<file path="src/rtl/bitplane_serializer.sv">
// ---------------------------------------------------------------------------
// bitplane_serializer
//
// Transmit side of the bit-serial datapath. A parallel vector of VEC_LENGTH
// signed DATA_WIDTH-bit operands is captured into a shadow register. It is
// then emitted as DATA_WIDTH bit-planes, MSB (sign) plane first, one plane per
// accepted output beat. When the last plane is accepted and a new vector is
// already waiting, that vector is captured in the same cycle. Vectors
// therefore stream back to back without a bubble.
//
// Ports
//   clk        clock
//   reset      synchronous, active-high reset
//   in_valid   a vector is presented on in_data
//   in_ready   the block accepts in_data this cycle (combinational)
//   in_data    operand vector, VEC_LENGTH x signed DATA_WIDTH bits
//   out_valid  out_plane is valid (registered)
//   out_ready  the consumer accepts the current plane
//   out_plane  out_plane[j] = bit out_idx of captured operand j
//   out_idx    bit position of the current plane
//   out_sign   current plane carries the negative (sign) weight
//   out_last   current plane is bit 0, the final plane of the vector
// ---------------------------------------------------------------------------
module bitplane_serializer #(
    parameter int DATA_WIDTH = 8,
    parameter int VEC_LENGTH = 8,
    parameter int IDX_W      = $clog2(DATA_WIDTH)
) (
    input  logic                         clk,
    input  logic                         reset,
    input  logic                         in_valid,
    output logic                         in_ready,
    input  logic signed [DATA_WIDTH-1:0] in_data [VEC_LENGTH-1:0],
    output logic                         out_valid,
    input  logic                         out_ready,
    output logic [VEC_LENGTH-1:0]        out_plane,
    output logic [IDX_W-1:0]             out_idx,
    output logic                         out_sign,
    output logic                         out_last
);

    localparam logic [IDX_W-1:0] IDX_MSB = IDX_W'(DATA_WIDTH - 1);
    localparam logic [IDX_W-1:0] IDX_ONE = IDX_W'(1);

    typedef enum logic {
        IDLE = 1'b0,   // nothing buffered
        SEND = 1'b1    // shadow holds a vector, planes are being emitted
    } state_t;

    state_t                         state;
    logic signed [DATA_WIDTH-1:0]   shadow [VEC_LENGTH-1:0];
    logic                           in_accept;
    logic                           out_accept;

    // A new vector may enter when the block is empty. It may also enter on
    // the cycle the final plane leaves, which keeps vectors bubble-free.
    assign in_ready   = !reset && ((state == IDLE) ||
                                   (state == SEND && out_last && out_ready));
    assign in_accept  = in_valid && in_ready;
    assign out_accept = out_valid && out_ready;

    // The plane is a pure select of registered state (shadow, out_idx).
    // It therefore holds while the consumer stalls.
    // NOTE: every signal driven in always_comb gets a default before any
    // conditional or loop assignment, so no path can infer a latch.
    always_comb begin
        out_plane = '0;
        for (int j = 0; j < VEC_LENGTH; j++) begin
            out_plane[j] = shadow[j][out_idx];
        end
    end

    // NOTE: sequential state uses non-blocking assignments only. Every
    // register then updates from values sampled before the edge, and
    // simulation matches the synthesized flops.
    always_ff @(posedge clk) begin
        if (reset) begin
            state     <= IDLE;
            out_valid <= 1'b0;
            out_idx   <= IDX_MSB;
            out_sign  <= 1'b1;
            out_last  <= 1'b0;
            // NOTE: the shadow register is cleared on reset, even though it is
            // only read while out_valid=1. That gives out_plane a defined zero
            // value after reset instead of leftover data from a previous run.
            shadow    <= '{default: '0};
        end else begin
            case (state)
                IDLE: begin
                    if (in_accept) begin
                        state     <= SEND;
                        out_valid <= 1'b1;
                        shadow    <= in_data;
                        out_idx   <= IDX_MSB;
                        out_sign  <= 1'b1;
                        out_last  <= 1'b0;
                    end
                end

                SEND: begin
                    // Without an output accept nothing changes, so the plane,
                    // the index and the flags stay stable under backpressure.
                    if (out_accept) begin
                        if (out_last) begin
                            // The next plane restarts at the sign bit, either
                            // for a freshly captured vector or for the idle
                            // state.
                            out_idx  <= IDX_MSB;
                            out_sign <= 1'b1;
                            out_last <= 1'b0;
                            if (in_accept) begin
                                shadow <= in_data;
                            end else begin
                                state     <= IDLE;
                                out_valid <= 1'b0;
                            end
                        end else begin
                            out_idx  <= out_idx - IDX_ONE;
                            out_sign <= 1'b0;
                            out_last <= (out_idx == IDX_ONE);
                        end
                    end
                end

                default: begin
                    state     <= IDLE;
                    out_valid <= 1'b0;
                end
            endcase
        end
    end

endmodule

</file>
<file path="config.mk">
export PLATFORM = sky130hd
export DESIGN_NAME = bitplane_serializer
export DESIGN_NICKNAME = d
export VERILOG_FILES = /design/src/rtl/bitplane_serializer.sv
export SDC_FILE = /design/constraint.sdc
export NUM_CORES = 1
export LEC_CHECK = 0
export CAP_MARGIN = 20
export CORE_MARGIN = 3
export CORE_UTILIZATION = 51
export CTS_BUF_LIST = sky130_fd_sc_hd__clkbuf_16
export DETAILED_ROUTE_END_ITERATION = 16
export GPL_TIMING_DRIVEN = 1
export PLACE_DENSITY = 0.76
export SYNTH_ARGS = -nofsm -noshare
export SYNTH_HDL_FRONTEND = slang
export SYNTH_SLANG_ARGS = --single-unit
</file>
<file path="constraint.sdc">
create_clock -name clk -period 1.9 [get_ports clk]
set_input_delay 0.38 -clock clk [delete_from_list [all_inputs] [get_ports clk]]
set_output_delay 0.38 -clock clk [all_outputs]
set_load 0.02 [all_outputs]
</file>
==> flow_summary.json <==
{
  "status": "complete, but fails checks",
  "violations": "setup timing",
  "synth-main-ff-cell": "dfxtp_1",
  "clock_skew_ps": 5.61,
  "drive_gt1_frac": 0.158,
  "cts_tree": "yes",
  "vias_per_cell": 5.11,
  "leakagePower_uw": 0.00202,
  "synth_area_per_cell_um2": 10.8,
  "start_kind": "register",
  "tightest_slew_ps": 661,
  "final_nets": 507,
  "grt_use_total": 0.206,
  "synth_edf_count": 0,
  "cts_made_buffers": 9,
  "synth_most_common_cell": "nand2b_1",
  "cts_hold_buf": 0,
  "layout_setup_ws_ps": -256,
  "syn_inst": 350,
  "synth_largest_area_cell": "dfxtp_1",
  "drt.antenna.violating_nets": 0,
  "clockBufferDepth": 2,
  "ir_worst_vdd_mv": 0.624,
  "ff2ff_path_depth": 4,
  "post-route-period-util": 1.13,
  "preCtsSetupSlack_ps": -378,
  "synth_top_area_share": 0.377,
  "synth_area_um2": 3770,
  "reg2reg_from": "out_valid$_SDFFE_PP0P_",
  "cp.required_ps": 1520,
  "seq_power_share": 0.444,
  "cp-end-kind": "output port",
  "antenna_found_initial": 0,
  "synthTopCellsByCount": "128 x nand2b_1, 71 x dfxtp_1, 64 x mux2i_1",
  "die_h_um": 92.0,
  "antenna_cells": 0,
  "finalSetupViolCount": 8,
  "io_pins": 83,
  "overflow": 0,
  "final_area_um2": 5000,
  "path_class": "register to output port",
  "start_util": 0.540,
  "period_minus_slack_ps": 2160,
  "cts_max_level": 3,
  "globalplace.congestion": 0.786,
  "insertion_delay_ps": 320,
  "grt_pass1_wl_um": 13900,
  "cts_num_sinks": 71,
  "drt_iter0_drc": 84,
  "combPwrFrac": 0.164,
  "post-dp-hpwl_um": 5540,
  "powerDensity_nw_per_um2": 740,
  "crit_fanout": 4,
  "firstDrtPassIters": 4,
  "die_w_um": 92.0,
  "grt_max_degree": 102,
  "holdCritStartpoint": "reset",
  "finalHoldViolCount": 0,
  "via_count": 2751,
  "worst_hold_path.endpoint": "state$_SDFF_PP0_",
  "p_sw_uw": 880,
  "placed_area_um2": 4730,
  "rsz0062_at_grt": "yes",
  "root_buffer": "clkbuf_16",
  "maxCapViolations": 0,
  "core_area_um2": 6980,
  "relSlewSlack": 0.559,
  "port_buffers": 82,
  "cp.arrival_ps": 1780,
  "synthesis.nets": 420,
  "remaining_drc_errors": 0,
  "ys_ff_latch": 71,
  "yosys_warnings": 0,
  "routed_wl_um": 8230,
  "holdPathStages": 3,
  "wire_per_inst_um": 15.3,
  "fmax_mhz": 464,
  "r2r_slack_ps": 360,
  "timing.rr.end": "shadow[26]$_SDFFE_PP0P_",
  "rows": 30,
  "synth.area.top_cells": "dfxtp_1 38%, nand2b_1 21%, mux2i_1 17%, mux4_1 6.3%, mux4_2 4.2%",
  "power.internal_uw": 2820,
  "syn_to_final_growth_pct": 32.7,
  "yosysSeqAreaShare": 0.377,
  "die_area_um2": 8460,
  "maxSlewViolCount": 0,
  "clockPowerShare": 0.393,
  "hold_class": "input pin to register",
  "first_global_vias": 2835,
  "switching_share": 0.238,
  "async_flop_share": 0,
  "ys_types": 32,
  "clk_pin_slew_ps": 60
}
==> power groups by stage <==
stage / Sequential, µW / Combinational, µW / Clock (µW)
final: 1640 / 607 / 1450
after floorplan: 1650 / 357 / 0
after detailed placement: 1670 / 593 / 0
after global routing: 1650 / 659 / 1540
after CTS: 1640 / 620 / 1480
after global placement: 1660 / 582 / 0
==> worst max-delay path, stage by stage (launching register included) <==
cell and delay [ps]:
dfxtp_4 390, buf_4 130, mux4_2 490, mux2_4 290, buf_4 160
==> through the flow <==
| stage | std cells | utilization | TNS (ps) | hold slack (ps) | power, µW |
|---|---|---|---|---|---|
| 2_1_floorplan | 350 | - | 0 | 444 | 2010 |
| 3_3_place_gp | 519 | 0.677 | -4730 | 454 | 2250 |
| 3_5_place_dp | 519 | 0.677 | -7120 | 461 | 2260 |
| 4_1_cts | 539 | 0.720 | -2180 | 438 | 3740 |
| 5_1_grt | 538 | 0.716 | -2310 | 463 | 3850 |
| 6_report | 538 | 0.716 | -1930 | 442 | 3700 |
==> state kept, by name (all words and copies together), names as in the netlist <==
name	count
out_valid	1
out_idx	3
out_sign	1
state	1
shadow	64
out_last	1
==> placed cells by master, fill, tap and decap left out, types with 3 or more instances in the layout <==
cell               n
a21oi_1            3
buf_12             4
buf_4             19
buf_6              8
clkbuf_16          9
clkdlybuf4s50_1   69
clkinv_1           4
dfxtp_1           70
dlygate4sd2_1      3
inv_1              4
mux2_4             8
mux2i_1           64
mux4_2            16
nand2b_1         128
nor3_1             4
==> area by class of cell <==
cell class              count  area, µm²
flip-flops and latches     71       1430
multi-input cells         247       2140
clock buffers               9        225
well taps                  96        120
fillers                   553       1980
repair buffers            105       1050
clock inverters             7       31.3
inverters                   3       11.3
==> layer usage <==
| layer | part of all wire | vias up | wire length [µm] | global-route usage |
|---|---|---|---|---|
| met3 | 0.057 | 6 | 466 | 0.0697 |
| li1 | - | 1358 | - | - |
| met4 | 0.0066 | 0 | 54 | 0.0347 |
| met5 | 0 | - | 0 | 0 |
| met2 | 0.49 | 72 | 4030 | 0.352 |
| met1 | 0.45 | 1315 | 3680 | 0.256 |
==> worst max path at each step <==
stage                                  from           end  slack [ps]
finish              out_idx[0]$_SDFFE_PP1P_  out_plane[7]        -260
detailed placement  out_idx[0]$_SDFFE_PP1P_  out_plane[1]        -380
global placement    out_idx[0]$_SDFFE_PP1P_  out_plane[1]        -360
global route        out_idx[0]$_SDFFE_PP1P_  out_plane[7]        -300
floorplan           out_idx[0]$_SDFFE_PP1P_  out_plane[0]          40
CTS                 out_idx[0]$_SDFFE_PP1P_  out_plane[1]        -300
==> cells by family (layout without fill, tap and decap cells) <==
group,after synthesis,after routing,synth area share
AND/OR/NAND/NOR,147,147,0.244
multiplexers,88,88,0.305
flip-flops,71,71,0.377
buffers and inverters,32,124,0.0498
AO/OA/AOI/OAI,10,10,0.0169
adder cells (fa/ha/maj),2,2,0.00664
==> timing repair <==
item	in CTS	in global routing
gates resized for setup	63	1
cloned	1	0
endpoints found under the setup margin	11	9
setup buffers	3	0
Note: power is estimated with default switching activity, not from simulation.
